File: src/rtl/uart_rx_fsm_if.sv
// Receive-side bundle of uart_rx_fsm: data/strobe/status toward the data sink.
// master = the frame controller driving these signals, slave = the sink.
interface uart_rx_fsm_if #(
    parameter int DWIDTH = 8
);
    logic [DWIDTH-1:0] rx_data;
    logic              data_valid;
    logic              parity_error;
    logic              stop_error;
    logic              busy;

    modport master (
        output rx_data,
        output data_valid,
        output parity_error,
        output stop_error,
        output busy
    );

    modport slave (
        input rx_data,
        input data_valid,
        input parity_error,
        input stop_error,
        input busy
    );
endinterface

File: src/rtl/uart_rx_fsm.sv
// uart_rx_fsm: UART receiver frame controller. Detects the start edge, runs
// the per-bit edge counter for the oversampling sampler, deserializes DWIDTH
// bits LSB-first, checks optional parity and the stop bit.
// Optional feature macro: UART_RX_PARITY_EN (parity state and check compiled in).
module uart_rx_fsm #(
    parameter int PWIDTH = 6,
    parameter int DWIDTH = 8
) (
    input  logic              clk,
    input  logic              rst,
    input  logic              rx_in,
    input  logic [PWIDTH-1:0] prescale,
    input  logic              par_en,
    input  logic              par_typ,
    input  logic              sampled_bit,
    output logic [PWIDTH-1:0] edge_counter,
    output logic              data_sampling_en,
    uart_rx_fsm_if.master     rx_if
);
    localparam int BW = $clog2(DWIDTH);

    localparam logic [2:0] ST_IDLE   = 3'd0;
    localparam logic [2:0] ST_START  = 3'd1;
    localparam logic [2:0] ST_DATA   = 3'd2;
    localparam logic [2:0] ST_STOP   = 3'd3;
`ifdef UART_RX_PARITY_EN
    localparam logic [2:0] ST_PARITY = 3'd4;

    // Expected parity bit: even -> XOR of data, odd -> inverted XOR.
    function automatic logic calc_parity(input logic [DWIDTH-1:0] data, input logic odd);
        return (^data) ^ odd;
    endfunction
`endif

    logic [2:0]        state_q, state_d;
    logic [PWIDTH-1:0] edge_cnt_q, edge_cnt_d;
    logic [BW-1:0]     bit_cnt_q, bit_cnt_d;
    logic [DWIDTH-1:0] shift_q, shift_d;
    logic [DWIDTH-1:0] rx_data_q, rx_data_d;
    logic              data_valid_q, data_valid_d;
    logic              parity_error_q, parity_error_d;
    logic              stop_error_q, stop_error_d;
    logic              busy_q, busy_d;
    logic              sampling_en_q, sampling_en_d;
    logic              bit_end_s;
`ifdef UART_RX_PARITY_EN
    logic              par_en_q, par_en_d;
    logic              par_typ_q, par_typ_d;
`else
    logic              unused_par_s;
    assign unused_par_s = par_en ^ par_typ;
`endif

    assign bit_end_s = (edge_cnt_q == (prescale - PWIDTH'(1)));

    // Next-state, counter, shift register and flag computation.
    always_comb begin
        state_d        = state_q;
        bit_cnt_d      = bit_cnt_q;
        shift_d        = shift_q;
        rx_data_d      = rx_data_q;
        data_valid_d   = 1'b0;
        parity_error_d = parity_error_q;
        stop_error_d   = stop_error_q;
`ifdef UART_RX_PARITY_EN
        par_en_d       = par_en_q;
        par_typ_d      = par_typ_q;
`endif

        // Edge counter idles at 0 and free-runs modulo prescale in a frame.
        if (state_q == ST_IDLE) begin
            edge_cnt_d = {PWIDTH{1'b0}};
        end else if (bit_end_s) begin
            edge_cnt_d = {PWIDTH{1'b0}};
        end else begin
            edge_cnt_d = edge_cnt_q + PWIDTH'(1);
        end

        case (state_q)
            ST_IDLE: begin
                if (!rx_in) begin
                    state_d        = ST_START;
                    parity_error_d = 1'b0;
                    stop_error_d   = 1'b0;
`ifdef UART_RX_PARITY_EN
                    par_en_d       = par_en;
                    par_typ_d      = par_typ;
`endif
                end else begin
                    state_d = ST_IDLE;
                end
            end
            ST_START: begin
                if (bit_end_s) begin
                    if (!sampled_bit) begin
                        state_d   = ST_DATA;
                        bit_cnt_d = {BW{1'b0}};
                    end else begin
                        // Start bit did not hold: treat as a line glitch.
                        state_d = ST_IDLE;
                    end
                end else begin
                    state_d = ST_START;
                end
            end
            ST_DATA: begin
                if (bit_end_s) begin
                    shift_d   = {sampled_bit, shift_q[DWIDTH-1:1]};
                    bit_cnt_d = bit_cnt_q + BW'(1);
                    if (bit_cnt_q == BW'(DWIDTH - 1)) begin
`ifdef UART_RX_PARITY_EN
                        state_d = par_en_q ? ST_PARITY : ST_STOP;
`else
                        state_d = ST_STOP;
`endif
                    end else begin
                        state_d = ST_DATA;
                    end
                end else begin
                    state_d = ST_DATA;
                end
            end
`ifdef UART_RX_PARITY_EN
            ST_PARITY: begin
                if (bit_end_s) begin
                    if (sampled_bit != calc_parity(shift_q, par_typ_q)) begin
                        parity_error_d = 1'b1;
                    end else begin
                        parity_error_d = parity_error_q;
                    end
                    state_d = ST_STOP;
                end else begin
                    state_d = ST_PARITY;
                end
            end
`endif
            ST_STOP: begin
                if (bit_end_s) begin
                    state_d = ST_IDLE;
                    if (!sampled_bit) begin
                        stop_error_d = 1'b1;
                    end else if (!parity_error_q) begin
                        rx_data_d    = shift_q;
                        data_valid_d = 1'b1;
                    end else begin
                        rx_data_d = rx_data_q;
                    end
                end else begin
                    state_d = ST_STOP;
                end
            end
            default: begin
                state_d = ST_IDLE;
            end
        endcase

`ifndef UART_RX_PARITY_EN
        parity_error_d = 1'b0;
`endif
        busy_d        = (state_d != ST_IDLE);
        sampling_en_d = (state_d != ST_IDLE);
    end

    // State and output registers with synchronous active-low reset.
    always_ff @(posedge clk) begin
        if (!rst) begin
            state_q        <= ST_IDLE;
            edge_cnt_q     <= {PWIDTH{1'b0}};
            bit_cnt_q      <= {BW{1'b0}};
            shift_q        <= {DWIDTH{1'b0}};
            rx_data_q      <= {DWIDTH{1'b0}};
            data_valid_q   <= 1'b0;
            parity_error_q <= 1'b0;
            stop_error_q   <= 1'b0;
            busy_q         <= 1'b0;
            sampling_en_q  <= 1'b0;
`ifdef UART_RX_PARITY_EN
            par_en_q       <= 1'b0;
            par_typ_q      <= 1'b0;
`endif
        end else begin
            state_q        <= state_d;
            edge_cnt_q     <= edge_cnt_d;
            bit_cnt_q      <= bit_cnt_d;
            shift_q        <= shift_d;
            rx_data_q      <= rx_data_d;
            data_valid_q   <= data_valid_d;
            parity_error_q <= parity_error_d;
            stop_error_q   <= stop_error_d;
            busy_q         <= busy_d;
            sampling_en_q  <= sampling_en_d;
`ifdef UART_RX_PARITY_EN
            par_en_q       <= par_en_d;
            par_typ_q      <= par_typ_d;
`endif
        end
    end

    assign edge_counter       = edge_cnt_q;
    assign data_sampling_en   = sampling_en_q;
    assign rx_if.rx_data      = rx_data_q;
    assign rx_if.data_valid   = data_valid_q;
    assign rx_if.parity_error = parity_error_q;
    assign rx_if.stop_error   = stop_error_q;
    assign rx_if.busy         = busy_q;
endmodule

File: src/flat_wrapper.sv
// flat-port wrapper written by rule: the top's interface ports become plain ports
module uart_rx_fsm_flat 
#(
    parameter int PWIDTH = 6,
    parameter int DWIDTH = 8
)
  (clk, rst, rx_in, prescale, par_en, par_typ, sampled_bit, edge_counter, data_sampling_en, rx_if_rx_data, rx_if_data_valid, rx_if_parity_error, rx_if_stop_error, rx_if_busy);
  uart_rx_fsm_if #(.DWIDTH(DWIDTH)) rx_if_i ();
  input  logic clk;
  input  logic rst;
  input  logic rx_in;
  input  logic [PWIDTH-1:0] prescale;
  input  logic par_en;
  input  logic par_typ;
  input  logic sampled_bit;
  output logic [PWIDTH-1:0] edge_counter;
  output logic data_sampling_en;
  output wire logic [$bits(rx_if_i.rx_data)-1:0] rx_if_rx_data;
  output wire logic [$bits(rx_if_i.data_valid)-1:0] rx_if_data_valid;
  output wire logic [$bits(rx_if_i.parity_error)-1:0] rx_if_parity_error;
  output wire logic [$bits(rx_if_i.stop_error)-1:0] rx_if_stop_error;
  output wire logic [$bits(rx_if_i.busy)-1:0] rx_if_busy;
  assign rx_if_rx_data = rx_if_i.rx_data;
  assign rx_if_data_valid = rx_if_i.data_valid;
  assign rx_if_parity_error = rx_if_i.parity_error;
  assign rx_if_stop_error = rx_if_i.stop_error;
  assign rx_if_busy = rx_if_i.busy;
  uart_rx_fsm #(.PWIDTH(PWIDTH), .DWIDTH(DWIDTH)) u_core (.clk(clk), .rst(rst), .rx_in(rx_in), .prescale(prescale), .par_en(par_en), .par_typ(par_typ), .sampled_bit(sampled_bit), .edge_counter(edge_counter), .data_sampling_en(data_sampling_en), .rx_if(rx_if_i));
endmodule
File: config.mk
export PLATFORM = sky130hd
export DESIGN_NAME = uart_rx_fsm_flat
export DESIGN_NICKNAME = d
export VERILOG_FILES = /design/src/rtl/uart_rx_fsm_if.sv /design/src/rtl/uart_rx_fsm.sv /design/src/flat_wrapper.sv
export SDC_FILE = /design/constraint.sdc
export NUM_CORES = 1
export LEC_CHECK = 0
export ABC_AREA = 1
export BUFFER_PORTS_ARGS = -buffer_cell sky130_fd_sc_hd__buf_2
export CELL_PAD_IN_SITES_DETAIL_PLACEMENT = 0
export CELL_PAD_IN_SITES_GLOBAL_PLACEMENT = 1
export CORE_MARGIN = 8
export CORE_UTILIZATION = 40
export DETAILED_ROUTE_END_ITERATION = 10
export MAX_ROUTING_LAYER = met4
export PLACE_DENSITY = 0.87
export SYNTH_ARGS = -nofsm -noshare
export SYNTH_HDL_FRONTEND = slang
export SYNTH_SLANG_ARGS = --single-unit
File: constraint.sdc
create_clock -name clk -period 2.3 [get_ports clk]
set_input_delay 0.115 -clock clk [delete_from_list [all_inputs] [get_ports clk]]
set_output_delay 0.115 -clock clk [all_outputs]
set_load 0.05 [all_outputs]
==> results.toml, run 1 <==
[worst_setup_path]
startpoint_type = "flip-flop"
worstPathRequired_ns = 2.53
r2r_slack_ns = 0.66
r2r_cells = 9
crit_family = "simple AND/OR/NAND/NOR gates"
arrival_ns = 1.87
max_stage_delay_ns = 0.43
cpMostUsedCell = "nor2_1"
cp_cell_sequence = "inv_1 -> nand2_1 -> nand2_1 -> nor2_1 -> nand3_2 -> nor2_8 -> nand4_2 -> nor2_1 -> nor2_1"
cp_num_cells = 9
setup.worst_path.class = "reg2reg"
critPathCaptureType = "flip-flop"
slowest_stage = "dfxtp_1"
worst-path-buf-inv = 1
cp_max_fo = 9

[timing]
skew_ns = 0.00365
rsz0062_at_grt = "no"
tns_ns = 0
period_minus_slack_ns = 1.64
report.final.setup_viol = 0
max_freq_mhz = 611
final-hold-violation-count = 0
min_period_over_period_pct = 71.1
drv_slew = 0

[clock_network]
cts_root_buffer = "clkbuf_4"
numClockSinks = 30
cts_tree = "done"
clk_latency_ns = 0.33
cts_buffer_depth = 2
cts_hold_buf = 0
cts_made_buffers = 5
htreeDepth = 2
cts_resized = 0
cts_setup_buffers = 0
clk_pin_slew_ns = 0.09

[layout]
diodes = 0
mostFrequentLayoutCell = "nand2_1"
drive_gt1_share_pct = 20.4
syn2layout_area_growth_pct = 16.1
mostFrequentLayoutCells = "nand2_1 (61), nor2_1 (34), dfxtp_1 (30)"
nets = 250

[routing]
drt_iter0_drc = 66
num_vias = 1291
vias_per_cell = 4.56
drt_pre_antenna_iters = 4
post_drt_wl_per_cell_um = 10.5
wirelength_mm = 2.97
drc = 0
drtAntennaViolNets = 0

[floorplanning]
fp.dieArea_sq_um = 5780
pin_count = 31
die_w_um = 76.0
rows = 22
core_sq_um = 3550
start_util_pct = 40.6
die_h_um = 76.0

[global_routing]
first_global_vias = 1238
grt_max_degree = 14
antenna_found_initial = 0
grt_pass1_wl_mm = 5.29
overflow = 0
grt_usage_pct = 11.3

[hold_path]
min_path_type = "in2reg"
hold_depth = 3

[yosys]
synth_edf_count = 0
synthesis.area_sq_um = 1440
ys_dominant_reg_cell = "dfxtp_1"
avgSynthCellArea_sq_um = 7.07
ys_warn_count = 0
postSynthCellCount = 204
ys_types = 28
async_reset_ff_share_pct = 0
synth_seq_cells = 30
ys_seq_area_share_pct = 41.7
syn-num-nets = 220

[power]
p_leak_uw = 0.000830
totalPowerFinal_uw = 961
p_per_area_nw_per_um2 = 574
vdd_drop_max_uv = 330

[run_status]
status = "complete, no violations"

[placed_design]
portBuffers = 27
dp_hpwl_mm = 2.22
routabilityCongestion = 0.786

[run]
cap_violations = 0
-- cells in the mapped netlist (2+ instances only) --
library cell   n  area, sq um
nand3_1        9         45.0
a21oi_1       12         60.1
nand2_1       61          229
ha_1           4         50.1
inv_1         17         63.8
clkbuf_1       2         7.51
dfxtp_1       30          601
nor2_1        34          128
nor3b_1        2         15.0
buf_4          2         15.0
nand2_2        2         12.5
o21ai_1        8         40.0
xnor2_1        2         17.5
nand4_1        2         12.5
inv_2          4         15.0
-- flip-flops by register name, indices dropped and copies added, names as in the netlist --
| signal | cells |
|---|---|
| u_core.rx_if.rx_data | 8 |
| u_core.shift_q | 8 |
| u_core.edge_counter | 6 |
| u_core.bit_cnt_q | 3 |
| u_core.state_q | 2 |
| u_core.rx_if.busy | 1 |
| u_core.rx_if.data_valid | 1 |
| u_core.rx_if.stop_error | 1 |
-- worst paths after layout --
check	startpoint	end
setup reg to reg	u_core.edge_counter[1]	u_core.rx_if.rx_data[5]
hold reg to reg	u_core.bit_cnt_q[1]	u_core.bit_cnt_q[1]
hold / removal	sampled_bit	u_core.shift_q[7]
setup / recovery	u_core.edge_counter[1]	u_core.rx_if.rx_data[5]
-- cells by family after synthesis --
kind of cell,Yosys count,share of synthesized area (%)
other,1,0.260
buffers and inverters,26,7.64
AO/OA/AOI/OAI,21,7.47
flip-flops,30,41.7
AND/OR/NAND/NOR,119,37.7
adder cells (fa/ha/maj),4,3.47
XOR/XNOR,3,1.82
-- through the flow --
stage	hold WS, ns	setup slack, ns	std cells	area, sq um	util (%)
floorplan	0.238	0.566	204	1440	-
global placement	0.418	0.515	275	1610	45.5
detailed placement	0.417	0.520	275	1610	45.5
CTS	0.0531	0.629	283	1670	47.1
global route	0.0408	0.482	283	1670	47.1
finish	0.0733	0.664	283	1670	47.1
-- power breakdown --
| group | total, uW | switching (uW) | internal (uW) |
|---|---|---|---|
| combinational | 104 | 74.8 | 29.0 |
| clock | 326 | 178 | 148 |
| sequential | 532 | 6.41 | 525 |
| total | 961 | 259 | 702 |
-- cell type report --
class	instances	area [sq um]
clock inverters	1	5.00
flip-flops and latches	30	601
inverters	22	87.6
multi-input cells	148	731
clock buffers	7	55.1
repair buffers	27	135
well taps	48	60.1
fillers	378	1880
-- layer usage --
layer | routed length [um] | track usage (%)
met4 | 55 | 5.69
met3 | 138 | 5.07
met1 | 1450 | 12.7
met2 | 1330 | 16.7
met5 | 0 | -
-- worst min-delay path: stages --
cell and delay [ns]:
buf_2 0.13, nand2_1 0.07, a21oi_1 0.05
No activity file was read; power rests on OpenSTA's default activity.
==> run 2: changes to the inputs <==
--- a/config.mk
+++ b/config.mk
@@ -10,10 +10,10 @@
 export CELL_PAD_IN_SITES_DETAIL_PLACEMENT = 0
 export CELL_PAD_IN_SITES_GLOBAL_PLACEMENT = 1
 export CORE_MARGIN = 8
-export CORE_UTILIZATION = 40
+export CORE_UTILIZATION = 34
 export DETAILED_ROUTE_END_ITERATION = 10
 export MAX_ROUTING_LAYER = met4
-export PLACE_DENSITY = 0.87
+export PLACE_DENSITY = 0.79
 export SYNTH_ARGS = -nofsm -noshare
 export SYNTH_HDL_FRONTEND = slang
 export SYNTH_SLANG_ARGS = --single-unit
==> constraint.sdc (replaced) <==
create_clock -name clk -period 1.5 [get_ports clk]
set_input_delay 0.075 -clock clk [delete_from_list [all_inputs] [get_ports clk]]
set_output_delay 0.075 -clock clk [all_outputs]
set_load 0.05 [all_outputs]
==> results.toml, run 2 (synthesized netlist as in run 1, its figures left out) <==
[hold_path]
holdPathEnd = "u_core.shift_q[7]"
min_path_type = "in2reg"
hold_depth = 3
hold_start = "sampled_bit"

[routing]
wirelength_mm = 3.16
drt_pre_antenna_iters = 5
drtAntennaViolNets = 0
vias_per_cell = 4.45
drc = 0
drt_iter0_drc = 33
post_drt_wl_per_cell_um = 10.6
num_vias = 1322

[clock_network]
cts_hold_buf = 0
cts_buffer_depth = 2
cts_made_buffers = 5
htreeDepth = 2
clk_latency_ns = 0.28
cts_tree = "done"
numClockSinks = 30
cts_root_buffer = "clkbuf_8"
clk_pin_slew_ns = 0.07

[timing]
skew_ns = 0.00822
max_freq_mhz = 673
drv_slew = 0
rsz0062_at_grt = "yes"
min_period_over_period_pct = 99.0
period_minus_slack_ns = 1.48
final-hold-violation-count = 0
report.final.setup_viol = 0
timing.hold.ws_ns = 0.0972

[layout]
mostFrequentLayoutCell = "nand2_1"
fill_cells = 427
regArea_sq_um = 613
nets = 262
diodes = 0
mostFrequentLayoutCells = "nand2_1 (55), nor2_1 (34), buf_2 (27)"
syn2layout_area_growth_pct = 31.5
drive_gt1_share_pct = 32.4
multi_input_area_sq_um = 795
stdcell_area_sq_um = 1900

[placed_design]
routabilityCongestion = 0.744
dpl-instance-area_sq_um = 1680
dp_hpwl_mm = 2.31
portBuffers = 27

[worst_setup_path]
arrival_ns = 1.65
r2r_cells = 10
setup.worst_path.class = "reg2reg"
critPathCaptureType = "flip-flop"
worstPathRequired_ns = 1.66
r2r-start = "u_core.edge_counter[1]"
r2r_slack_ns = 0.02
r2r-end = "u_core.shift_q[4]"
startpoint_type = "flip-flop"
crit_start = "u_core.edge_counter[1]"
cp_max_fo = 7

[power]
power_switching_uw = 435
p_sw_share_pct = 26.2
seqPwrFrac_pct = 48.9
p_leak_uw = 0.000919
pwr-share-clk_pct = 40.6
vdd_drop_max_uv = 693
p_per_area_nw_per_um2 = 876
power_frac_comb_pct = 10.6
p_int_uw = 1230

[floorplanning]
die_w_um = 81.1
fp.dieArea_sq_um = 6580
start_util_pct = 35.8
core_sq_um = 4030
pin_count = 31
die_h_um = 81.1
rows = 23

[global_routing]
grt_pass1_wl_mm = 5.53
antenna_found_initial = 0
overflow = 0
grt_usage_pct = 10.8
first_global_vias = 1252
grt_max_degree = 14

[run]
cap_violations = 0

[run_status]
status = "complete, no violations"
run 2: power groups by stage:
| stage | clock network [uW] | logic (uW) | registers [uW] |
|---|---|---|---|
| 2_1_floorplan | 0 | 101 | 854 |
| 3_3_place_gp | 0 | 171 | 829 |
| 3_5_place_dp | 0 | 171 | 829 |
| 4_1_cts | 697 | 172 | 811 |
| 5_1_grt | 732 | 194 | 813 |
| 6_report | 674 | 175 | 811 |
run 2: layout make-up:
| class | instances | share of cell area, % |
|---|---|---|
| Inverter | 22 | 4.75 |
| Tap cell | 50 | 3.30 |
| Sequential cell | 30 | 32.3 |
| Timing Repair Buffer | 39 | 12.7 |
| Multi-Input combinational cell | 148 | 41.9 |
| Clock inverter | 2 | 0.660 |
| Clock buffer | 6 | 4.36 |
run 2: metal layers:
| layer | wire length (um) | vias up | GRT usage [%] |
|---|---|---|---|
| met5 | 0 | - | - |
| met1 | 1640 | 578 | 12.9 |
| li1 | - | 721 | - |
| met2 | 1340 | 17 | 16.7 |
| met4 | 49 | 0 | 3.75 |
| met3 | 127 | 6 | 3.42 |
run 2: worst max-delay path by stage:
stage	cells past startpoint	end
2_1_floorplan	10	u_core.bit_cnt_q[1]
3_3_place_gp	12	u_core.rx_if.rx_data[6]
3_5_place_dp	12	u_core.rx_if.rx_data[6]
4_1_cts	8	u_core.bit_cnt_q[1]
5_1_grt	11	u_core.shift_q[4]
6_report	10	u_core.shift_q[4]
run 2: stage by stage:
stage                     setup TNS, ns  util, %  std cells  total power (uW)  setup slack, ns
after floorplan                       0        -        204               955           0.0224
after global placement            -1.65     41.7        284              1000           -0.122
after detailed placement          -2.48     41.7        284              1000           -0.148
after CTS                             0     44.1        292              1680           0.0116
after global routing              -1.39     47.0        297              1740           -0.102
final                                 0     47.0        297              1660           0.0152
run 2: what timing repair did:
item                                    in CTS  in global routing
buffers inserted                             0                  5
endpoints found under the setup margin       2                 22
gates resized for setup                      0                 21
pin swaps                                    1                  6
run 2: worst max-delay path, stage by stage (launching register included):
cell and delay [ns]:
dfxtp_4 0.35, inv_1 0.04, nand2_1 0.04, nand2_1 0.04, nor2_1 0.13, nand3_2 0.14
nor2_8 0.17, nand3_4 0.17, buf_4 0.19, nand2_1 0.05, a21oi_1 0.06
==> run 3: changes to the inputs <==
--- a/config.mk
+++ b/config.mk
@@ -13,7 +13,7 @@
 export CORE_UTILIZATION = 34
 export DETAILED_ROUTE_END_ITERATION = 10
 export MAX_ROUTING_LAYER = met4
-export PLACE_DENSITY = 0.79
+export PLACE_DENSITY_LB_ADDON = 0.1
 export SYNTH_ARGS = -nofsm -noshare
 export SYNTH_HDL_FRONTEND = slang
 export SYNTH_SLANG_ARGS = --single-unit
==> results.toml, run 3 (synthesized netlist as in run 1, its figures left out) <==
[global_routing]
grt_usage_pct = 11.2
grt_pass1_wl_mm = 5.39
overflow = 0
first_global_vias = 1156
grt_max_degree = 13
antenna_found_initial = 0

[worst_setup_path]
startpoint_type = "flip-flop"
r2r_slack_ns = 0.01
cp_max_fo = 8
cp_cell_sequence = "inv_1 -> nand2_1 -> nand2_1 -> nor2_4 -> nand3_4 -> nor2_8 -> nand2_4 -> nor2_4 -> o21ai_1 -> nor2_1"
max_stage_delay_ns = 0.35
worst-path-buf-inv = 1
critPathCaptureType = "flip-flop"
arrival_ns = 1.70
slowest_stage = "dfxtp_4"
setup.worst_path.class = "reg2reg"
worstPathRequired_ns = 1.72
crit_family = "simple AND/OR/NAND/NOR gates"

[timing]
rsz0062_at_grt = "yes"
period_minus_slack_ns = 1.49
drv_slew = 0
final-hold-violation-count = 0
min_period_over_period_pct = 99.0
skew_ns = 0.00557
tns_ns = 0
report.final.setup_viol = 0
max_freq_mhz = 673

[routing]
post_drt_wl_per_cell_um = 11.2
drtAntennaViolNets = 0
drt_iter0_drc = 71
vias_per_cell = 4.57
num_vias = 1354
wirelength_mm = 3.32
drc = 0
drt_pre_antenna_iters = 4

[placed_design]
portBuffers = 27
dpl-instance-area_sq_um = 1680
dp_hpwl_mm = 2.44
routabilityCongestion = 0.865

[clock_network]
htreeDepth = 2
clk_pin_slew_ns = 0.06
cts_hold_buf = 0
cts_buffer_depth = 2
cts_root_buffer = "clkbuf_8"
cts_made_buffers = 5
numClockSinks = 30
cts_tree = "done"
clk_latency_ns = 0.28

[hold_path]
min_path_type = "in2reg"

[layout]
stdcell_area_sq_um = 1870
regArea_sq_um = 613
nets = 262
syn2layout_area_growth_pct = 29.8
mostFrequentLayoutCells = "nand2_1 (56), nor2_1 (33), buf_2 (27)"
mostFrequentLayoutCell = "nand2_1"
multi_input_area_sq_um = 788
drive_gt1_share_pct = 29.7
diodes = 0
fill_cells = 436

[floorplanning]
die_w_um = 81.1
start_util_pct = 35.8
rows = 23
core_sq_um = 4030
fp.dieArea_sq_um = 6580
die_h_um = 81.1
pin_count = 31

[power]
p_leak_uw = 0.000908
totalPowerFinal_uw = 1650
p_per_area_nw_per_um2 = 884
vdd_drop_max_uv = 392

[run_status]
status = "complete, no violations"

[run]
cap_violations = 0
run 3: cell types whose count changed in the layout (fill, tap and decap cells not counted), sizes merged:
cell / before / now
clkbuf: 6 / 7
clkinvlp: 1 / 0
inv: 22 / 21
run 3: layout make-up:
class                           count  area share [%]
Multi-Input combinational cell    148            42.1
Sequential cell                    30            32.8
Timing Repair Buffer               39            12.4
Inverter                           22            4.68
Clock buffer                        7            4.62
Tap cell                           50            3.34
run 3: worst register-to-register path, cell delays in order (launching register included):
cell,delay (ns)
dfxtp_4,0.35
inv_1,0.04
nand2_1,0.04
nand2_1,0.07
nor2_4,0.13
nand3_4,0.10
nor2_8,0.18
nand2_4,0.09
nor2_4,0.24
o21ai_1,0.09
nor2_1,0.09
run 3: per-stage QoR:
stage	util, %	hold WS, ns	instances	setup WS (ns)
CTS	44.7	0.0918	294	0.00514
detailed placement	41.7	0.383	284	-0.178
global route	46.4	0.111	296	-0.113
finish	46.4	0.105	296	0.0146
global placement	41.7	0.379	284	-0.151
floorplan	-	0.198	204	0.0224
run 3: layer usage:
layer | routed length [um] | vias to the layer above | global-route usage (%)
met5 | 0 | - | -
met4 | 74 | 0 | 6.43
met3 | 260 | 8 | 4.08
met2 | 1400 | 30 | 14.0
met1 | 1590 | 595 | 14.7
li1 | - | 721 | -
run 3: final timing paths:
kind                                 from                       to  depth (start not counted)
setup / recovery   u_core.edge_counter[1]  u_core.rx_if.rx_data[4]                         10
hold / removal                sampled_bit        u_core.shift_q[7]                          3
setup reg to reg   u_core.edge_counter[1]  u_core.rx_if.rx_data[4]                         10
hold reg to reg   u_core.rx_if.stop_error  u_core.rx_if.stop_error                          2
run 3: repair_timing:
action / in CTS / in global routing
gates resized for setup: 1 / 14
setup endpoints to repair: 8 / 25
pin swaps: 0 / 4
buffers inserted: 3 / 2
cloned: 0 / 0
run 3: power breakdown:
group	internal, uW	switching [uW]	total, uW	leakage [uW]
Combinational	60.6	131	191	0.000618
Clock	363	287	650	0.0000443
Sequential	805	6.84	811	0.000246
